**src/rtl/jt03_slot_seq.sv**
```systemverilog
// +----------------------------------------------------------------------------+
// | jt03_slot_seq: double-buffered 12-slot operator result replay sequencer    |
// | for the YM2203 mono accumulator (3 channels x 4 operators, 14-bit data).   |
// | Revision: 1.0                                                              |
// +----------------------------------------------------------------------------+
`default_nettype none

module jt03_slot_seq (
  input  logic        clk,
  input  logic        rst_n,
  input  logic        clk_en,
  input  logic        wr,
  input  logic [3:0]  wr_addr,
  input  logic [13:0] wr_data,
  input  logic        alg_wr,
  input  logic [1:0]  alg_ch,
  input  logic [2:0]  alg_data,
  output logic [13:0] op_result,
  output logic        s1_enters,
  output logic        s2_enters,
  output logic        s3_enters,
  output logic        s4_enters,
  output logic        zero,
  output logic [2:0]  alg,
  output logic        snap
);

  localparam logic [3:0] C_LAST_SLOT = 4'd11;

  logic [13:0] shadow_q     [0:11];
  logic [13:0] active_q     [0:11];
  logic [2:0]  shadow_alg_q [0:2];
  logic [2:0]  active_alg_q [0:2];

  logic [3:0]  slot_q, slot_d;
  logic [13:0] op_result_q, op_result_d;
  logic [2:0]  alg_q, alg_d;
  logic [3:0]  markers_q, markers_d;
  logic        zero_q, zero_d;
  logic        snap_q;

  logic        wrap;
  logic [3:0]  idx_d;

  // Slot order is channel-fastest; operator groups follow the YM order S1,S3,S2,S4.
  always_comb begin
    wrap   = (slot_q == C_LAST_SLOT);
    slot_d = wrap ? 4'd0 : slot_q + 4'd1;
    idx_d  = 4'b0000;
    case (slot_d)
      4'd0:    idx_d = 4'b0000;
      4'd1:    idx_d = 4'b0100;
      4'd2:    idx_d = 4'b1000;
      4'd3:    idx_d = 4'b0010;
      4'd4:    idx_d = 4'b0110;
      4'd5:    idx_d = 4'b1010;
      4'd6:    idx_d = 4'b0001;
      4'd7:    idx_d = 4'b0101;
      4'd8:    idx_d = 4'b1001;
      4'd9:    idx_d = 4'b0011;
      4'd10:   idx_d = 4'b0111;
      4'd11:   idx_d = 4'b1011;
      default: idx_d = 4'b0000;
    endcase
    // Slot 0 reads straight from shadow so it sees the snapshot taken on this edge.
    op_result_d = wrap ? shadow_q[idx_d] : active_q[idx_d];
    alg_d       = wrap ? shadow_alg_q[idx_d[3:2]] : active_alg_q[idx_d[3:2]];
    markers_d   = 4'b0001 << idx_d[1:0];
    zero_d      = (slot_d == 4'd0);
  end

  always_ff @(posedge clk or negedge rst_n) begin
    if (!rst_n) begin
      for (int i = 0; i < 12; i++) begin
        shadow_q[i] <= '0;
        active_q[i] <= '0;
      end
      for (int c = 0; c < 3; c++) begin
        shadow_alg_q[c] <= '0;
        active_alg_q[c] <= '0;
      end
      slot_q      <= C_LAST_SLOT;
      op_result_q <= '0;
      alg_q       <= '0;
      markers_q   <= '0;
      zero_q      <= 1'b0;
      snap_q      <= 1'b0;
    end else begin
      snap_q <= clk_en && wrap;
      if (clk_en) begin
        slot_q      <= slot_d;
        op_result_q <= op_result_d;
        alg_q       <= alg_d;
        markers_q   <= markers_d;
        zero_q      <= zero_d;
        if (wrap) begin
          for (int i = 0; i < 12; i++) active_q[i] <= shadow_q[i];
          for (int c = 0; c < 3; c++) active_alg_q[c] <= shadow_alg_q[c];
        end
      end
      // A write on the snapshot edge lands in shadow only, after the copy samples it.
      if (wr && (wr_addr[3:2] != 2'b11)) shadow_q[wr_addr] <= wr_data;
      if (alg_wr && (alg_ch != 2'b11)) shadow_alg_q[alg_ch] <= alg_data;
    end
  end

  assign op_result = op_result_q;
  assign alg       = alg_q;
  assign s1_enters = markers_q[0];
  assign s2_enters = markers_q[1];
  assign s3_enters = markers_q[2];
  assign s4_enters = markers_q[3];
  assign zero      = zero_q;
  assign snap      = snap_q;

endmodule

`default_nettype wire
```
**config.mk**
```make
export PLATFORM = sky130hd
export DESIGN_NAME = jt03_slot_seq
export DESIGN_NICKNAME = d
export VERILOG_FILES = /design/src/rtl/jt03_slot_seq.sv
export SDC_FILE = /design/constraint.sdc
export NUM_CORES = 1
export LEC_CHECK = 0
export ABC_AREA = 0
export BUFFER_PORTS_ARGS = -buffer_cell sky130_fd_sc_hd__buf_4
export CAP_MARGIN = 5
export CORE_UTILIZATION = 40
export CTS_BUF_LIST = sky130_fd_sc_hd__clkbuf_4 sky130_fd_sc_hd__clkbuf_8
export CTS_CLUSTER_SIZE = 24
export DETAILED_ROUTE_END_ITERATION = 10
export PLACE_DENSITY = 0.67
export SETUP_SLACK_MARGIN = 0.5
export SLEW_MARGIN = 20
export SYNTH_ARGS = -nofsm -noshare
export SYNTH_HDL_FRONTEND = slang
export SYNTH_SLANG_ARGS = --single-unit
export TNS_END_PERCENT = 50
```
**constraint.sdc**
```tcl
create_clock -name clk -period 5.2 [get_ports clk]
set_clock_uncertainty 0.05 [all_clocks]
set_input_delay 0.78 -clock clk [delete_from_list [all_inputs] [get_ports clk]]
set_output_delay 0.78 -clock clk [all_outputs]
set_load 0.02 [all_outputs]
```
==> metrics.yaml, run 1 <==
run_status:
  status: "finished clean"
layout:
  mostFrequentLayoutCells: "dfrtp_1 (378), mux2_2 (356), buf_4 (78)"
  area_growth_pct: 12.8
  fin_cells: 1929
  multi_input_area_um2: 7140
  register_area_um2: 9540
  final_common_cell: "dfrtp_1"
  n_fill_cell: 3750
  nets: 1373
  drive_gt1_share_pct: 42.3
clocking:
  post_cts_buffers: 0
  root_buffer: "clkbuf_8"
  cts.repair.resized: 0
  clk_latency_ns: 0.62
  clk_pin_slew_ns: 0.07
  cts-hold-fix-buffers: 0
  cts_tree: "done"
  numCtsBuffers: 60
  h-tree-depth: 2
  cts.sink_count: 381
  cts_max_path_buffers: 3
place:
  dp_hpwl_um: 26100
  place_congestion: 0.816
  numPortBuffers: 50
  dp.cells: 1818
timing:
  hold_viol_final: 0
  drv_slew: 0
  fin_crit_sh_pct: 74.1
  fin_crit_ns: 3.85
  max_freq_mhz: 259
  hold_ws_ns: 0.212
  worstMarginPinSlew_ns: 1.07
  fin_tns_setup_ns: 0
  rsz0062_at_grt: "false"
  slew_headroom_pct: 28.6
  setup_violations: 0
global_route:
  antenna_found_initial: 1
  grt_start_max_net_pins: 127
  grt.overflow.total: 0
  grt_use_total_pct: 20.7
  grt_pass1_wl_um: 69800
  grt_pass1_vias: 11700
synthesis:
  syn_inst: 1304
  yosys_warnings: 0
  ys_seq_area_share_pct: 55.6
  synth_ff_type: "dfrtp_1"
  synth.top_cells.by_area: "dfrtp_1 (55%), mux2_2 (23%), a222oi_1 (1.7%)"
  synth_fp_nets: 1336
  yosys.cell_types.count: 64
  ys_ff_latch: 381
  synth_area_um2: 17200
  syn_avg_cell_area_um2: 13.2
  synth.largest_area_cell: "dfrtp_1"
  synth_edf_count: 0
  synthArstFlopShare_pct: 100
  yosysTopAreaCellShare_pct: 55.1
detailed_routing:
  routed_wl_um: 44500
  via_count: 11400
  post-route-drc-count: 0
  vias_per_cell: 5.92
  drt-pass1-iter-count: 6
  ant_nets: 0
  routedWlPerCell_um: 23.1
  dr.first_iter.drc_count: 1006
critical_path:
  rrSetupSlack_ns: 1.35
  reg2reg_to: "op_result[8]$_DFFE_PN0P_"
  startpoint_type: "flip-flop"
  worst_r2r_path_depth: 10
  crit_fanout: 34
  worstPathArrival_ns: 4.35
  required_ns: 5.69
  r2r-start: "slot_q[0]$_DFFE_PN1P_"
  critPathKind: "reg2reg"
  critPathCaptureType: "flip-flop"
die:
  die-height_um: 209
  rows: 75
  die_w_um: 209
  die-area_um2: 43700
  ios: 51
  start_util_pct: 40.7
  coreArea_um2: 42100
power:
  p_leak_nw: 8.65
  pwr-share-comb_pct: 35.8
  switching_share_pct: 36.5
  switching_power_mw: 4.08
  seqPwrFrac_pct: 40.3
  power_mw: 11.2
  p_clk_share_pct: 23.9
  peakVddDrop_mv: 0.396
  p_per_area_nw_per_um2: 578
  p_int_mw: 7.12
min_path:
  hp-class: "in2async"
flow_run:
  maxCapViolations: 0
critical path, stage by stage, from the launching register on:
cell and delay (ns):
dfstp_2 0.62, inv_1 0.11, ha_1 0.39, o32ai_2 0.28
buf_4 0.31, a221o_2 0.85, buf_4 0.41, a22oi_1 0.13
and3_1 0.25, o22ai_1 0.16, o32a_1 0.17
power by group through the flow:
stage	Sequential (mW)	Clock, mW	Combinational (mW)
global route	4.62	2.87	4.30
CTS	4.50	2.73	3.98
finish	4.52	2.68	4.00
floorplan	4.37	0	2.82
global placement	4.51	0	3.90
detailed placement	4.55	0	3.97
logic make-up after synthesis:
group	after synthesis	synth area share (%)
buffers and inverters	115	3.15
XOR/XNOR	3	0.197
adder cells (fa/ha/maj)	5	0.357
multiplexers	363	24.0
AO/OA/AOI/OAI	210	10.2
AND/OR/NAND/NOR	227	6.52
flip-flops	381	55.6
cell usage after synthesis, types with 6 or more instances:
library cell    n
nand3_1        50
clkbuf_1       54
nand3b_1        8
o31ai_1         9
inv_1           6
o32a_1          8
mux2_2        356
nor2b_1         6
nand2_1        76
a221o_1        15
a22oi_1        26
a21oi_1         8
nor2_1         30
buf_1           6
a221oi_2        8
o211ai_1        6
nand2b_1        8
buf_2          36
a221oi_1       22
a222oi_1       30
and3_1         27
dfrtp_1       378
o22ai_1        11
o21ai_0        31
buf_4           7
flip-flops by register name, summed over array words and instances (netlist names):
name          cells
active_q        168
shadow_q        168
op_result        14
active_alg_q      9
shadow_alg_q      9
markers_q         4
slot_q            4
alg               3
snap              1
zero              1
worst max path at each step:
| stage | start | endpoint | slack (ns) | depth (start not counted) |
|---|---|---|---|---|
| after floorplan | slot_q[1]$_DFFE_PN1P_ | op_result[11]$_DFFE_PN0P_ | 2.30 | 11 |
| after global placement | slot_q[0]$_DFFE_PN1P_ | op_result[11]$_DFFE_PN0P_ | 1.55 | 10 |
| after detailed placement | slot_q[0]$_DFFE_PN1P_ | op_result[1]$_DFFE_PN0P_ | 1.47 | 10 |
| after CTS | slot_q[0]$_DFFE_PN1P_ | op_result[1]$_DFFE_PN0P_ | 1.43 | 10 |
| after global routing | slot_q[0]$_DFFE_PN1P_ | op_result[10]$_DFFE_PN0P_ | 1.16 | 10 |
| final | slot_q[0]$_DFFE_PN1P_ | op_result[8]$_DFFE_PN0P_ | 1.35 | 10 |
through the flow:
| step | area, µm² | utilization, % | setup slack (ns) |
|---|---|---|---|
| 2_1_floorplan | 17200 | - | 2.30 |
| 3_3_place_gp | 18100 | 42.9 | 1.55 |
| 3_5_place_dp | 18100 | 42.9 | 1.47 |
| 4_1_cts | 19400 | 45.9 | 1.43 |
| 5_1_grt | 19400 | 46.0 | 1.16 |
| 6_report | 19400 | 46.0 | 1.35 |
area by class of cell:
| class | instances | share of cell area (%) |
|---|---|---|
| Clock buffer | 103 | 6.38 |
| Sequential cell | 381 | 49.3 |
| Antenna cell | 1 | 0.0129 |
| Tap cell | 539 | 3.48 |
| Clock inverter | 7 | 0.310 |
| Multi-Input combinational cell | 808 | 36.9 |
| Inverter | 7 | 0.136 |
| Timing Repair Buffer | 83 | 3.52 |
routing by layer:
metal	vias to the layer above	global-route usage, %	routed length [µm]
met4	0	7.25	1050
met1	5946	28.6	19700
met5	-	0	0
li1	4967	-	-
met2	418	32.0	20500
met3	81	4.72	3320
(Power assumes the default switching activity.)
==> inputs of run 2 (changes only) <==
- clock period: 5.2 -> 3.93 ns (I/O delays scaled with it)
==> metrics.yaml, run 2 (synthesis gave the netlist of run 1 again) <==
timing:
  fin_crit_sh_pct: 84.5
  hold_ws_ns: 0.169
  drv_slew: 0
  worstMarginPinSlew_ns: 0.953
  max_freq_mhz: 301
  setup_ws_ns: 0.609
  hold_viol_final: 0
  setup_violations: 0
  slew_headroom_pct: 36.4
  rsz0062_at_grt: "true"
  fin_tns_setup_ns: 0
  fin_crit_ns: 3.32
power:
  peakVddDrop_mv: 0.509
  switching_share_pct: 36.8
  p_leak_nw: 8.66
  switching_power_mw: 5.43
  p_clk_share_pct: 22.2
  seqPwrFrac_pct: 40.4
  pwr-share-comb_pct: 37.4
  p_int_mw: 9.33
  p_per_area_nw_per_um2: 760
global_route:
  grt_pass1_wl_um: 69800
  antenna_found_initial: 1
  grt.overflow.total: 0
  grt_pass1_vias: 11800
  grt_use_total_pct: 20.7
  grt_start_max_net_pins: 100
clocking:
  cts_max_path_buffers: 3
  cts_tree: "done"
  cts.sink_count: 381
  numCtsBuffers: 58
  clk_pin_slew_ns: 0.06
  h-tree-depth: 2
  clk_latency_ns: 0.63
  root_buffer: "clkbuf_8"
detailed_routing:
  post-route-drc-count: 0
  vias_per_cell: 6.00
  drt-pass1-iter-count: 8
  routed_wl_um: 44700
  dr.first_iter.drc_count: 1108
  via_count: 11600
  routedWlPerCell_um: 23.2
  ant_nets: 0
place:
  dp_hpwl_um: 27000
  placed_area_um2: 18200
  numPortBuffers: 50
  dp_slack_ns: 0.499
  place_congestion: 0.889
die:
  coreArea_um2: 42100
  die_w_um: 209
  die-height_um: 209
  start_util_pct: 40.7
  die-area_um2: 43700
  ios: 51
  rows: 75
min_path:
  hp-start: "alg_data[2]"
  hp-class: "in2reg"
critical_path:
  startpoint_type: "flip-flop"
  cpLargestDelayFamily: "compound AO/OA/AOI/OAI gates"
  cpMaxStageDelayCell: "dfstp_2"
  worst_r2r_path_depth: 10
  rrSetupSlack_ns: 0.61
  critPathCaptureType: "flip-flop"
  startpoint: "slot_q[0]$_DFFE_PN1P_"
  critical_path.cell_chain: "ha_2 > buf_4 > nand2b_1 > a211oi_1 > a221o_2 > buf_12 > a22oi_1 > and3_1 > o22ai_1 > o32a_1"
  path_buf_inv: 2
  critPathKind: "reg2reg"
  worstPathArrival_ns: 3.77
  crit_fanout: 28
  cpPeakStageDelay_ns: 0.63
  r2r-start: "slot_q[0]$_DFFE_PN1P_"
  reg2reg_to: "op_result[7]$_DFFE_PN0P_"
  cp.depth: 10
  required_ns: 4.38
  crit_end: "op_result[7]$_DFFE_PN0P_"
run_status:
  status: "finished clean"
layout:
  area_growth_pct: 13.1
  final_common_cell: "dfrtp_1"
  mostFrequentLayoutCells: "dfrtp_1 (378), mux2_2 (356), buf_4 (87)"
  drive_gt1_share_pct: 42.5
  nets: 1388
  fin_area_um2: 19400
  n_fill_cell: 3743
flow_run:
  maxCapViolations: 0
run 2: cell count changes in the layout (fill, tap and decap cells not counted), sizes merged:
cell,previous run,this run
clkbuf,103,89
dlygate4sd3,0,1
clkinvlp,0,2
o221ai,2,3
clkinv,6,4
inv,7,8
buf,83,98
bufinv,1,0
run 2: worst min path at each step:
stage	end	cells after the start	slack [ns]
after detailed placement	zero$_DFFE_PN0P_	1	0.44
final	shadow_alg_q[2]$_DFFE_PN0P_	2	0.17
after floorplan	active_alg_q[0]$_DFFE_PN0P_	0	0.24
after global routing	shadow_alg_q[2]$_DFFE_PN0P_	2	0.15
after global placement	active_q[149]$_DFFE_PN0P_	1	0.43
after CTS	shadow_alg_q[2]$_DFFE_PN0P_	2	0.14
run 2: per-layer routing:
metal	up-vias	global-route usage, %	share of wire [%]
met5	-	0	0.029
met4	2	7.58	3.2
met3	109	3.76	6.5
met2	443	32.3	45
met1	6043	28.9	45
li1	4993	-	-
run 2: repair_timing:
item / CTS / global route
hold buffers: 1 / 0
setup buffers: 0 / 3
cloned: 0 / 1
gates resized for setup: 1 / 3
setup endpoints to repair: 3 / 13
pin swaps: 0 / 1
endpoints found under the hold margin: 30 / 0
run 2: area by class of cell:
type | instances | area [µm²] | share of cell area (%)
multi-input cells | 809 | 7160 | 36.9
well taps | 539 | 674 | 3.47
clock inverters | 7 | 43.8 | 0.226
flip-flops and latches | 381 | 9540 | 49.1
diodes | 1 | 2.50 | 0.0129
clock buffers | 89 | 1110 | 5.70
inverters | 7 | 26.3 | 0.135
repair buffers | 99 | 870 | 4.48
run 2: power groups by stage:
stage               Clock [mW]  Combinational, mW  Sequential, mW
CTS                       3.36               5.42            5.94
finish                    3.28               5.52            5.96
detailed placement           0               5.40            6.01
floorplan                    0               3.73            5.78
global route              3.51               5.93            6.11
global placement             0               5.29            5.96
run 2: through the flow:
step	cells	power, mW	util [%]
6_report	1932	14.8	46.1
3_5_place_dp	1830	11.4	43.2
3_3_place_gp	1830	11.2	43.2
4_1_cts	1927	14.7	46.0
2_1_floorplan	1304	9.51	-
5_1_grt	1931	15.5	46.1
